[config.mk]
export PLATFORM = sky130hd
export DESIGN_NAME = pipeline_stall_ctrl
export DESIGN_NICKNAME = d
export VERILOG_FILES = /design/src/rtl/pipeline_stall_ctrl.sv
export SDC_FILE = /design/constraint.sdc
export NUM_CORES = 1
export LEC_CHECK = 0
export CAP_MARGIN = 30
export CORE_MARGIN = 3
export CORE_UTILIZATION = 31
export DETAILED_ROUTE_END_ITERATION = 16
export GPL_TIMING_DRIVEN = 0
export PLACE_DENSITY = 0.86
export SLEW_MARGIN = 40
export SYNTH_ARGS = -nofsm -noshare
export SYNTH_HDL_FRONTEND = slang
export SYNTH_SLANG_ARGS = --single-unit
[constraint.sdc]
create_clock -name clock -period 3.3 [get_ports clock]
set_input_delay 0.33 -clock clock [delete_from_list [all_inputs] [get_ports clock]]
set_output_delay 0.33 -clock clock [all_outputs]
set_load 0.05 [all_outputs]
[src/rtl/pipeline_stall_ctrl.sv]
// Hazard/stall controller: load-use bubbles, branch squash, multdiv start/ready freeze; STALL_PERF_CNT_EN adds perf counters.
// Latency: all latch/PC controls are combinational from the current IRs and FSM state (zero cycles).
// Backpressure: the pipeline freezes from the multdiv start until md_ready or until the watchdog expires.
module pipeline_stall_ctrl #(
    parameter int CNT_W         = 32,
    parameter int MD_MAX_CYCLES = 40
) (
    input  logic        clock,
    input  logic        reset,
    input  logic [31:0] fd_ir,
    input  logic [31:0] dx_ir,
    input  logic        branch_taken,
    input  logic        md_ready,
    output logic        pc_we,
    output logic        fd_we,
    output logic        dx_we,
    output logic        xm_we,
    output logic        mw_we,
    output logic        fd_nop,
    output logic        dx_nop,
    output logic        xm_nop,
    output logic        md_mult,
    output logic        md_div,
    output logic        md_timeout
`ifdef STALL_PERF_CNT_EN
    ,
    output logic [CNT_W-1:0] stall_cycles,
    output logic [CNT_W-1:0] flush_events
`endif
);

    localparam int WD_W = $clog2(MD_MAX_CYCLES + 1);

    typedef enum logic {RUN, MD_WAIT} state_t;

    state_t            stateQ, stateD;
    logic [WD_W-1:0]   wdQ, wdD;
    logic              timeoutQ, timeoutD;
    logic              flushAcc;

    logic [4:0] fdOp, fdRd, fdRs, fdRt, dxOp, dxRd, dxAlu;
    logic       dxMul, dxDiv, dxLw, fdUsesRs, fdUsesRt, fdUsesRd, loadUse;
    logic       unusedBits;

    assign fdOp  = fd_ir[31:27];
    assign fdRd  = fd_ir[26:22];
    assign fdRs  = fd_ir[21:17];
    assign fdRt  = fd_ir[16:12];
    assign dxOp  = dx_ir[31:27];
    assign dxRd  = dx_ir[26:22];
    assign dxAlu = dx_ir[6:2];
    assign unusedBits = ^{fd_ir[11:0], dx_ir[21:7], dx_ir[1:0]};

    assign dxMul = (dxOp == 5'b00000) && (dxAlu == 5'b00110);
    assign dxDiv = (dxOp == 5'b00000) && (dxAlu == 5'b00111);
    assign dxLw  = (dxOp == 5'b01000);

    always_comb begin
        fdUsesRs = 1'b0;
        fdUsesRd = 1'b0;
        case (fdOp)
            5'b00000, 5'b00101, 5'b01000: fdUsesRs = 1'b1;
            5'b00111, 5'b00010, 5'b00110: begin
                fdUsesRs = 1'b1;
                fdUsesRd = 1'b1;
            end
            5'b00100:                     fdUsesRd = 1'b1;
            default: ;
        endcase
    end

    assign fdUsesRt = (fdOp == 5'b00000);

    // r0 is hardwired zero, so a load into it can never feed a consumer.
    assign loadUse = dxLw && (dxRd != 5'd0) &&
                     ((fdUsesRs && (fdRs == dxRd)) ||
                      (fdUsesRt && (fdRt == dxRd)) ||
                      (fdUsesRd && (fdRd == dxRd)));

    always_comb begin
        pc_we    = 1'b1;
        fd_we    = 1'b1;
        dx_we    = 1'b1;
        xm_we    = 1'b1;
        mw_we    = 1'b1;
        fd_nop   = 1'b0;
        dx_nop   = 1'b0;
        xm_nop   = 1'b0;
        md_mult  = 1'b0;
        md_div   = 1'b0;
        flushAcc = 1'b0;
        stateD   = stateQ;
        wdD      = wdQ;
        timeoutD = timeoutQ;
        if (!reset) begin
            case (stateQ)
                RUN: begin
                    if (dxMul || dxDiv) begin
                        md_mult = dxMul;
                        md_div  = dxDiv;
                        pc_we   = 1'b0;
                        fd_we   = 1'b0;
                        dx_we   = 1'b0;
                        xm_nop  = 1'b1;
                        stateD  = MD_WAIT;
                        wdD     = WD_W'(1);
                    end else if (branch_taken) begin
                        fd_nop   = 1'b1;
                        dx_nop   = 1'b1;
                        flushAcc = 1'b1;
                    end else if (loadUse) begin
                        pc_we  = 1'b0;
                        fd_we  = 1'b0;
                        dx_nop = 1'b1;
                    end
                end
                MD_WAIT: begin
                    if (md_ready) begin
                        // Result lands in X/M; the mul/div in D/X is replaced so it cannot re-issue.
                        dx_nop = 1'b1;
                        stateD = RUN;
                    end else begin
                        pc_we  = 1'b0;
                        fd_we  = 1'b0;
                        dx_we  = 1'b0;
                        xm_nop = 1'b1;
                        wdD    = wdQ + 1'b1;
                        if (wdQ >= WD_W'(MD_MAX_CYCLES - 1)) begin
                            timeoutD = 1'b1;
                            stateD   = RUN;
                        end
                    end
                end
                default: stateD = RUN;
            endcase
        end
    end

    always_ff @(posedge clock) begin
        if (reset) begin
            stateQ   <= RUN;
            wdQ      <= '0;
            timeoutQ <= 1'b0;
        end else begin
            stateQ   <= stateD;
            wdQ      <= wdD;
            timeoutQ <= timeoutD;
        end
    end

    assign md_timeout = timeoutQ && !reset;

`ifdef STALL_PERF_CNT_EN
    always_ff @(posedge clock) begin
        if (reset) begin
            stall_cycles <= '0;
            flush_events <= '0;
        end else begin
            if (!pc_we)
                stall_cycles <= stall_cycles + 1'b1;
            if (flushAcc)
                flush_events <= flush_events + 1'b1;
        end
    end
`else
`endif

endmodule

# Yosys cells after proc, flatten, opt, wreduce, memory -nomap -nowiden
# Index checks and enable logic that the tools add are counted.
[totals]
reg_bits = 8
latch_bits = 0
ram_bits = 0
romBits = 0
inputBits = 68
out_inout_bits = 11
word_cells = 76
n_memories = 0
[op_classes]
addsub = 1
multipliers = 0
div_mod_pow = 0
order_cmp = 1
n_eq_ne = 14
shift = 0
mux = 36
bitwise = 2
reduce_logical = 19
[op_table]
columns = ["cell", "n"]
rows = [
  ["$eq A5 B3 Y1 const B", 6],
  ["$mux W1", 28],
  ["$eq A5 B5 Y1", 3],
  ["$mux W6", 2],
  ["$pmux W6 S2", 1],
  ["$eq A5 B4 Y1 const B", 2],
  ["$logic_not A5 Y1", 2],
  ["$pmux W1 S2", 5],
  ["$logic_and A1 B1 Y1", 8],
  ["$add A6 B1 Y6 const B", 1],
  ["$ge A6 B6 Y1 const B", 1],
  ["$reduce_or A6 Y1", 1],
  ["$eq A5 B2 Y1 const B", 1],
  ["$reduce_bool A5 Y1", 1],
  ["$ne A2 B2 Y1 const B", 2],
  ["$reduce_or A4 Y1", 1],
  ["$logic_or A1 B1 Y1", 3],
  ["$reduce_and A3 Y1", 1],
  ["$not A1 Y1", 2],
  ["$reduce_and A2 Y1", 1],
  ["$logic_not A1 Y1", 1],
]

# Depth between registers and ports, before layout
# Gate-level depths: netlist (run 1).
[logic_depth]
depth_word = 12
mapped_depth = 7
ltp_nobuf = 6

# Worst setup path before layout (run 1)
# OpenSTA, ideal clock, no wires.
[synth_timing]
path_kind = "input -> output"
startpoint = "in dx_ir[31]"
endpoint = "out pc_we"
arrival_ns = 2.370
required_ns = 2.970
slack_ns = 0.600
cell_stages = 7
n_path_buf = 1
path_cell_list = "or4_4 nor3_4 a21oi_2 or2_4 inv_2 a21oi_1 buf_4"
[synth_between]
elab_chain_len = 8
word_cells_on_any_way = 12
classes_between = "eq/ne: 1; mux: 5; reduce/logical: 6"
[synth_lines]
columns = ["item", "line", "source"]
rows = [
  ["start: declaration", "11", "input logic [31:0] dx_ir,"],
  ["$eq A5 B4 Y1", "56", "assign dxLw = (dxOp == 5'b01000);"],
  ["$logic_and A1 B1 Y1 (2 in series)", "75", "assign loadUse = dxLw && (dxRd != 5'd0) &&"],
  ["$mux W1 (2 in series)", "--", ""],
  ["$mux W1 *", "--", ""],
  ["$pmux W1 S2 *", "--", ""],
  ["$mux W1 *", "--", ""],
  ["end: declaration", "14", "output logic pc_we,"],
]
# Mark *: on every way between the ends. The rest lies on a longest branch, timed or not.

# Worst setup path in the final report (run 1)
[layout_timing]
startpoint = "in dx_ir[31]"
endpoint = "out xm_nop"
[layout_between]
elab_chain_len = 6
word_cells_on_any_way = 7
classes_between = "mux: 3; reduce/logical: 4"
[layout_lines]
columns = ["item", "line", "source"]
rows = [
  ["$logic_not A5 Y1 *", "54, 55", ""],
  ["$logic_and A1 B1 Y1 (on tied branches)", "54, 55", ""],
  ["$logic_or A1 B1 Y1 *", "98", "if (dxMul || dxDiv) begin"],
  ["$mux W1 *", "98", ""],
  ["$pmux W1 S2 *", "96", "case (stateQ)"],
  ["$mux W1 *", "95", "if (!reset) begin"],
  ["end: declaration", "21", "output logic xm_nop,"],
]
# Marked as above.

==> results of run 1 <==
worst min path at each step:
stage	startpoint	endpoint	slack (ns)
2_1_floorplan	reset	wdQ[0]$_SDFFE_PP0P_	0.39
3_3_place_gp	timeoutQ$_SDFFE_PP0P_	timeoutQ$_SDFFE_PP0P_	0.45
3_5_place_dp	timeoutQ$_SDFFE_PP0P_	timeoutQ$_SDFFE_PP0P_	0.46
4_1_cts	timeoutQ$_SDFFE_PP0P_	timeoutQ$_SDFFE_PP0P_	0.47
5_1_grt	wdQ[5]$_SDFFE_PP0P_	wdQ[5]$_SDFFE_PP0P_	0.53
6_report	timeoutQ$_SDFFE_PP0P_	timeoutQ$_SDFFE_PP0P_	0.47
cell type report:
class                           count  area (sq um)
Fill cell                         206         978.4
Multi-Input combinational cell     77         571.8
Timing Repair Buffer               47         470.5
Sequential cell                     8         160.2
Tap cell                           28         35.03
Clock buffer                        3         22.52
Buffer                              3         22.52
Inverter                            4         15.01
registers in the layout (all words and copies together) (netlist names):
signal and count:
stateQ 1, timeoutQ 1, wdQ 6
report_power, final:
group	switching, mW	total, mW	internal (mW)
Clock	0.0332	0.0748	0.0416
Sequential	0.0000712	0.0968	0.0967
Combinational	0.0417	0.100	0.0585
Total	0.0749	0.272	0.197
layer usage:
layer	vias to the layer above	wire length, um
met1	384	910
met3	2	153
met4	0	8
li1	419	-
met2	36	1173
met5	-	0
cell families (layout without fill, tap and decap cells):
| logic type | Yosys count | in the layout | synth area share [%] |
|---|---|---|---|
| AO/OA/AOI/OAI | 15 | 15 | 17.81 |
| XOR/XNOR | 18 | 18 | 20.59 |
| adder cells (fa/ha/maj) | 1 | 1 | 1.634 |
| buffers and inverters | 7 | 57 | 4.902 |
| flip-flops | 8 | 8 | 20.91 |
| multiplexers | 1 | 1 | 1.470 |
| other | 1 | 2 | 0.4897 |
| AND/OR/NAND/NOR | 40 | 40 | 32.19 |
critical path, cell delays in order:
cell             delay (ns)
clkdlybuf4s50_1        0.40
or4_4                  0.57
nor3_4                 0.27
a21oi_2                0.12
or2_4                  0.26
inv_2                  0.06
clkdlybuf4s50_1        0.79
cells in the final DEF, fill, tap and decap left out, types with 2 or more instances in the layout:
cell type	synthesis	layout
o21ai_0	3	3
nor2b_1	3	3
buf_4	3	3
inv_1	2	2
nor3_1	3	3
xnor2_1	3	3
inv_2	2	2
clkbuf_4	0	3
a21oi_2	2	2
nand4_1	2	2
nand2_1	7	7
clkdlybuf4s50_1	0	44
dfxtp_1	8	8
a22oi_1	2	2
dlygate4sd2_1	0	2
and2b_2	2	2
a21oi_1	3	3
conb_1	1	2
nor2_1	11	11
xor2_1	15	15
stage by stage:
stage               setup slack [ns]  hold WS (ns)
floorplan                     0.6001        0.3946
global placement             0.01354        0.4509
detailed placement          -0.04635        0.4565
CTS                          0.06702        0.4737
global route                 0.05901        0.5327
finish                        0.1663        0.4717
what timing repair did:
action,in CTS,in global routing
setup buffers,0,0
endpoints found under the hold margin,0,0
pin swaps,0,0
resized for setup,2,1
setup endpoints to repair,2,1
gates cloned,0,0
==> run metrics, run 1 <==
outcome=completed; Final Setup Violations=0; top cell type's share of synthesized area=20.92%; drt total wl=2246 um; Rows=17; GRT Util Overall=14.85%; core area=2276 sq um; post-DR vias/cell=4.947; Sink Count=8; hold depth=2; most frequent cell after synthesis=xor2_1; Initial Util=33.64%; final design utilization=57.01%; number of DRC markers in iteration 0=12; Arr. time, crit path=2.80 ns; non-filler cells, final=170; die width=55.70 um; Post-synth EDFFs=0; GP Congestion=0.9134; Required @ worst endpoint=2.97 ns; slew margin rel.=66.07%; initial antenna violation count=0; design area=1297 sq um; area grow syn2layout=69.44%; final hold vios=0; Post-Syn Instances=91; worst clock skew=0.004290 ns; Synth async-reset ratio=0%; CTS clk-pin slew, worst paths=0.05 ns; FF-to-FF Start=stateQ$_SDFF_PP0_; CP endpoint kind=output pin; crit path launch=dx_ir[31]; PD cells=209.4 nW/um^2; flop-to-flop setup slack=1.85 ns; GR met2 Demand/Resource=27.03%; number of global-route vias before repair=914; # DRC=0; Most Crowded Layer GR=met2; post-synthesis register bit count=8; Least-Margin Pin Slew=0.5073 ns; vias=841; most frequently used flop master after synthesis=dfxtp_1; Max-Cap Viols=0; Setup TNS=0 ns; # diodes=0; port buffer count=47; global-route wire length before repair=3760 um; fin crit period=3.134 ns; Mean Syn Cell Area=8.415 sq um; share of layout cells above drive strength 1=15.49%; Synth Warn #=0; root buf cell=clkbuf_4; GR Util met1=17.08%; Pre-antenna DRT Iters=3; top cells by area, synth=dfxtp_1 (21%), xor2_1 (17%), nor2_1 (5.4%); sequential share of the synthesized area=20.92%; Crit Path Category=input port to output pin; largest net degree at the start of global routing=9; H-tree levels=1; Fmax achieved=0.3191 GHz; startpoint types=input port; Post-CTS Hold Buffers=0; Tcrit/Tclk final=94.96%; Leakage=0.4844 nW; Routed Antenna Nets=0; final slew viol count=0; Synth cell types=36; CTS Buffer Depth=2; Placed Area=1275 sq um; Top Ports=79; Worst Reg-to-Reg Cells=5; most frequent cells after synthesis=xor2_1 (15), nor2_1 (11), dfxtp_1 (8); unrepaired setup endpoints after global routing=no; die area=3102 sq um; Die Y=55.70 um; GR Overflow Total=0; CTS tree=built; Tot Pwr=271.7 uW; Hold Path Class=register to register; DP Cell Count=167; total CTS buffers=3; Worst VDD drop=160.6 uV; per-cell routed wire length=13.21 um; clk_lat worst skew=0.25 ns; detailed placement HPWL=1884 um; FF-to-FF End=wdQ[5]$_SDFFE_PP0P_; Layout Nets=213; cell taking the most area after synthesis=dfxtp_1; met3 Usage GRT=2.784%; maximum fanout along the worst path=5; mapped cell area=765.7 sq um; crit path to=xm_nop
No activity file was read; power rests on OpenSTA's default activity.
==> run 2, diff against run 1 <==
--- a/config.mk
+++ b/config.mk
@@ -5,9 +5,11 @@
 export SDC_FILE = /design/constraint.sdc
 export NUM_CORES = 1
 export LEC_CHECK = 0
+export ABC_AREA = 1
 export CAP_MARGIN = 30
+export CORE_ASPECT_RATIO = 0.5
 export CORE_MARGIN = 3
-export CORE_UTILIZATION = 31
+export CORE_UTILIZATION = 34
 export DETAILED_ROUTE_END_ITERATION = 16
 export GPL_TIMING_DRIVEN = 0
 export PLACE_DENSITY = 0.86
==> constraint.sdc (replaced) <==
create_clock -name clock -period 3.7 [get_ports clock]
set_input_delay 0.37 -clock clock [delete_from_list [all_inputs] [get_ports clock]]
set_output_delay 0.37 -clock clock [all_outputs]
set_load 0.05 [all_outputs]
==> run 2 against run 1 <==
  * Clock power increased by 42%
  * Highest routed layer unchanged
  * Largest cell class unchanged
  * Combinational power decreased by 5%
  * Core utilization increased by 4.5 points
  * Critical path type unchanged
  * Clock skew increased by 0.0034 ns
  * Register-to-register slack improved by 0.63 ns
==> run metrics, run 2 <==
Synth Warn #=0 (unchanged); global-route wire length before repair=4112 um (+9.4%); Layout Nets=274 (+29%); Final Setup Violations=0 (unchanged); maximum fanout along the worst path=4 (-1); vias=1027 (+22%); post-DR vias/cell=4.315 (-13%); Synth cell types=27 (-25%); commonest non-fill, non-tap cell in the layout=clkdlybuf4s50_1; port buffer count=46 (-2.1%); Worst Reg-to-Reg Cells=6 (+1); root buf cell=clkbuf_8; final hold vios=0 (unchanged); worst clock skew=0.007672 ns (+0.003382 ns); largest net degree at the start of global routing=9 (unchanged); total CTS buffers=3 (unchanged); Crit Path Category=input port to output pin; DP Cell Count=235 (+41%); Synth async-reset ratio=0% (unchanged); most frequently used flop master after synthesis=dfxtp_1; Top reg by flops=wdQ; outcome=completed; Tcrit/Tclk final=80.29%; die width=78.75 um (+41%); Post-synth EDFFs=0 (unchanged); top cells by area, synth=dfxtp_1 (18%), nand2_1 (17%), inv_1 (12%); Mean Syn Cell Area=5.880 sq um (-30%); CP endpoint kind=output pin; number of global-route vias before repair=1013 (+11%); top cell type's share of synthesized area=17.80% (-3.1 points); core area=2357 sq um (+3.6%); final slew viol count=0 (unchanged); Least-Margin Pin Slew=0.5229 ns (+0.01558 ns); # diodes=0 (unchanged); PostCTS Resize Cnt=0 (-2); initial antenna violation count=0 (unchanged); hold depth=2 (unchanged); unrepaired setup endpoints after global routing=no; GP Congestion=0.7483 (-18%); Sink Count=8 (unchanged); Setup TNS=0 ns (unchanged); cell taking the most area after synthesis=dfxtp_1; Post-CTS Hold Buffers=0 (unchanged); most frequent cells after synthesis=nand2_1 (41), inv_1 (29), nor2_1 (14); Leakage=0.6595 nW (+36%); final design utilization=61.47% (+4.5 points); die area=3337 sq um (+7.6%); detailed placement HPWL=2052 um (+8.9%); Top Registers=wdQ x6, stateQ x1, timeoutQ x1; non-filler cells, final=238 (+40%); Post-Syn Instances=153 (+68%); Initial Util=38.16% (+4.5 points); share of layout cells above drive strength 1=9.852% (-5.6 points); Max-Cap Viols=0 (unchanged); Worst VDD drop=179.4 uV (+12%); area grow syn2layout=61.06%; Routed Antenna Nets=0 (unchanged); # DRC=0 (unchanged); post-synthesis register bit count=8 (unchanged); number of DRC markers in iteration 0=24 (+12); max reg flops=6 (unchanged); mapped cell area=899.6 sq um (+17%); Top Ports=79 (unchanged); flop-to-flop setup slack=2.48 ns (+0.63 ns); CTS Buffer Depth=2 (unchanged); GRT Util Overall=15.08% (+0.23 points); most frequent cell after synthesis=nand2_1; CTS tree=built; startpoint types=input port; Hold Path Class=input port to register; slew margin rel.=65.03% (-1.0 points); setup bufs post-CTS=0 (unchanged); Fmax achieved=0.3366 GHz; H-tree levels=1 (unchanged); Die Y=42.38 um (-24%); Arr. time, crit path=2.60 ns (-0.20 ns); GR Overflow Total=0 (unchanged); PD cells=198.1 nW/um^2 (-5.4%); sequential share of the synthesized area=17.80% (-3.1 points); per-cell routed wire length=10.24 um (-23%); fin crit period=2.971 ns; Rows=12 (-5); drt total wl=2436 um (+8.5%); Required @ worst endpoint=3.33 ns (+0.36 ns); Pre-antenna DRT Iters=4 (+1); most frequent cells in the layout=clkdlybuf4s50_1 (46), nand2_1 (41), inv_1 (29), nor2_1 (14), nand3_1 (11); clk_lat worst skew=0.23 ns (-0.02 ns); CTS clk-pin slew, worst paths=0.04 ns (about the same)
[run 2: cells by family after synthesis]
kind of cell	count (synthesis)	synth area share, %
other cells	1	0.4168
compound gates	17	11.13
flops	8	17.80
buf+inv	33	15.44
fa+ha+maj	1	1.391
xor+xnor	7	6.815
simple gates	86	47.01
[run 2: final timing paths]
check | from | end
max | dx_ir[24] | pc_we
min | reset | wdQ[5]$_SDFFE_PP0P_
max reg2reg | stateQ$_SDFF_PP0_ | wdQ[2]$_SDFFE_PP0P_
min reg2reg | timeoutQ$_SDFFE_PP0P_ | timeoutQ$_SDFFE_PP0P_
[run 2: cell type report]
| cell class | instances | area (sq um) |
|---|---|---|
| well taps | 35 | 43.79 |
| plain buffers | 4 | 30.03 |
| fillers | 218 | 908.4 |
| flip-flops and latches | 8 | 160.2 |
| inverters | 29 | 108.9 |
| clock buffers | 3 | 41.29 |
| repair buffers | 46 | 460.4 |
| multi-input cells | 113 | 604.3 |
[run 2: power breakdown]
group	total [mW]	internal (mW)	switching [mW]	leakage (nW)
Clock	0.106	0.0705	0.0352	0.0216
Sequential	0.0867	0.0866	0.0000427	0.0644
Combinational	0.0946	0.0528	0.0418	0.574
[run 2: worst max-delay path: stages]
cell and delay [ns]:
clkdlybuf4s50_1 0.55, inv_1 0.08, or2_2 0.27, nand3_1 0.07, a21oi_1 0.04, nand2_1 0.06, nand2_1 0.08, nand3_1 0.08
nand2_1 0.05, inv_1 0.06, buf_4 0.09, clkdlybuf4s50_1 0.78
[run 2: routing by layer]
layer  routed length (um)  track usage (%)
met1                 1021            16.22
met2                 1282            29.51
met3                  124            4.077
met4                    8            3.136
met5                    0                0
[run 2: through the flow]
stage,hold WS [ns],cell area [sq um],setup slack (ns),power [mW]
floorplan,0.4349,903.4,1.305,0.1297
global placement,0.4457,1408,0.7386,0.1809
detailed placement,0.4507,1408,0.7291,0.1823
CTS,0.3518,1449,0.7191,0.2907
global route,0.3590,1449,0.5782,0.3022
finish,0.3580,1449,0.7294,0.2870
==> run 3, diff against run 2 <==
--- a/config.mk
+++ b/config.mk
@@ -9,10 +9,10 @@
 export CAP_MARGIN = 30
 export CORE_ASPECT_RATIO = 0.5
 export CORE_MARGIN = 3
-export CORE_UTILIZATION = 34
+export CORE_UTILIZATION = 31
 export DETAILED_ROUTE_END_ITERATION = 16
 export GPL_TIMING_DRIVEN = 0
-export PLACE_DENSITY = 0.86
+export PLACE_DENSITY = 0.8
 export SLEW_MARGIN = 40
 export SYNTH_ARGS = -nofsm -noshare
 export SYNTH_HDL_FRONTEND = slang
==> constraint.sdc (replaced) <==
create_clock -name clock -period 3 [get_ports clock]
set_input_delay 0.3 -clock clock [delete_from_list [all_inputs] [get_ports clock]]
set_output_delay 0.3 -clock clock [all_outputs]
set_load 0.05 [all_outputs]
==> run 3 against run 2 <==
  * First-iteration DRC count rose by 42%
  * Wire length is 1.1% lower
  * Via count rose by 1.8%
==> run metrics, run 3 (synthesis results as in run 2) <==
CTS tree=built; DP Cell Count=237 (+0.85%); Layout Nets=274 (unchanged); startpoint types=input port; area of the multi-input gates=604.3 sq um (unchanged); Worst VDD drop=163.4 uV (-8.9%); Pre-antenna DRT Iters=4 (unchanged); GRT Util Overall=13.57% (-1.5 points); die width=82.19 um (+4.4%); Crit Path Category=input port to output pin; per-cell routed wire length=10.04 um (-1.9%); port buffer count=46 (unchanged); Arr. time, crit path=2.52 ns (-0.08 ns); initial antenna violation count=0 (unchanged); fin crit period=2.825 ns; total CTS buffers=3 (unchanged); hold depth=2 (unchanged); GR Overflow Total=0 (unchanged); Final WS setup=0.1753 ns (-0.5540 ns); number of DRC markers in iteration 0=34 (+42%); CTS clk-pin slew, worst paths=0.04 ns (about the same); share of layout cells above drive strength 1=9.852% (unchanged); maximum fanout along the worst path=4 (unchanged); Worst Reg-to-Reg Cells=6 (unchanged); Critical Path Slowest Stage Cell=clkdlybuf4s50_1; Crit path largest cell delay=0.78 ns (about the same); Tcrit/Tclk final=94.16%; clk_lat worst skew=0.23 ns (about the same); design area=1451 sq um (+0.17%); Rows=13 (+1); Layout fillers=254 (+17%); H-tree levels=1 (unchanged); outcome=completed; hold wc startpoint=reset; detailed placement HPWL=2025 um (-1.3%); die area=3624 sq um (+8.6%); setup bufs post-CTS=0 (unchanged); largest net degree at the start of global routing=9 (unchanged); Leakage=0.6595 nW (unchanged); FF-to-FF Start=stateQ$_SDFF_PP0_; Top reg by flops=wdQ; Sink Count=8 (unchanged); pre-CTS setup slack=0.1524 ns (-0.5768 ns); Post-CTS Hold Buffers=0 (unchanged); # DRC=0 (unchanged); Initial Util=33.52% (-4.6 points); crit path launch=dx_ir[24]; area grow syn2layout=61.33%; Least-Margin Pin Slew=0.4964 ns (-0.02647 ns); unrepaired setup endpoints after global routing=no; root buf cell=clkbuf_8; most frequent cells in the layout=clkdlybuf4s50_1 (46), nand2_1 (41), inv_1 (29), nor2_1 (14), nand3_1 (11); max reg flops=6 (unchanged); CTS Buffer Depth=2 (unchanged); PostCTS Resize Cnt=0 (unchanged); # diodes=0 (unchanged); Routed Antenna Nets=0 (unchanged); Placed Area=1410 sq um (+0.18%); CP endpoint kind=output pin; slew margin rel.=66.80% (+1.8 points); Setup TNS=0 ns (unchanged); Hold Path Class=input port to register; Final Setup Violations=0 (unchanged); Top Ports=79 (unchanged); PD cells=243.5 nW/um^2 (+23%); commonest non-fill, non-tap cell in the layout=clkdlybuf4s50_1; number of global-route vias before repair=974 (-3.8%); drt total wl=2410 um (-1.1%); global-route wire length before repair=3822 um (-7.1%); final hold vios=0 (unchanged); post-DR vias/cell=4.354 (+0.90%); Fmax achieved=0.3540 GHz; critical path's most frequent cell=nand2_1; core area=2684 sq um (+14%); vias=1045 (+1.8%); Top Registers=wdQ x6, stateQ x1, timeoutQ x1; Die Y=44.09 um (+4.0%); final design utilization=54.08% (-7.4 points); Required @ worst endpoint=2.70 ns (-0.63 ns); worst clock skew=0.0007329 ns (-0.006939 ns); Max-Cap Viols=0 (unchanged); GP Congestion=0.7941 (+6.1%); final slew viol count=0 (unchanged); non-filler cells, final=240 (+0.84%); register area=160.2 sq um (unchanged); CP Cell Sequence=clkdlybuf4s50_1 -> inv_1 -> or2_2 -> nand3_1 -> a21oi_1 -> nand2_1 -> nand2_1 -> nand3_1 -> nand2_1 -> inv_1 -> buf_4 -> clkdlybuf4s50_1
## run 3: final cells by class
type / instances / share of cell area [%]
Sequential cell: 8 / 11.03
Timing Repair Buffer: 46 / 31.72
Clock buffer: 3 / 2.845
Inverter: 29 / 7.500
Multi-Input combinational cell: 113 / 41.64
Tap cell: 37 / 3.190
Buffer: 4 / 2.069
## run 3: power by group
| group | internal (mW) | switching [mW] |
|---|---|---|
| clock | 0.0870 | 0.0435 |
| combinational | 0.0651 | 0.0508 |
| sequential | 0.107 | 0.0000592 |
| total | 0.259 | 0.0944 |
## run 3: layer usage
layer,GRT usage (%),wire length (um)
met3,1.829,78
met5,0,0
met1,14.73,1029
met2,26.91,1270
met4,4.967,31
## run 3: worst max-delay path, delay by kind of cell
kind                   cells  cell delay, ns
buffers and inverters      5            1.57
and+or+nand+nor            6            0.60
AOI/OAI and AO/OA          1            0.04
## run 3: worst paths after layout
kind / endpoint / slack, ns
setup reg to reg: wdQ[4]$_SDFFE_PP0P_ / 1.77
setup / recovery: pc_we / 0.18
hold reg to reg: timeoutQ$_SDFFE_PP0P_ / 0.45
hold / removal: wdQ[5]$_SDFFE_PP0P_ / 0.29
## run 3: metrics by stage
| stage | power, mW | hold WS [ns] |
|---|---|---|
| finish | 0.3534 | 0.2922 |
| detailed placement | 0.2247 | 0.4506 |
| global placement | 0.2227 | 0.4456 |
| floorplan | 0.1600 | 0.4349 |
| global route | 0.3702 | 0.3065 |
| CTS | 0.3536 | 0.2937 |
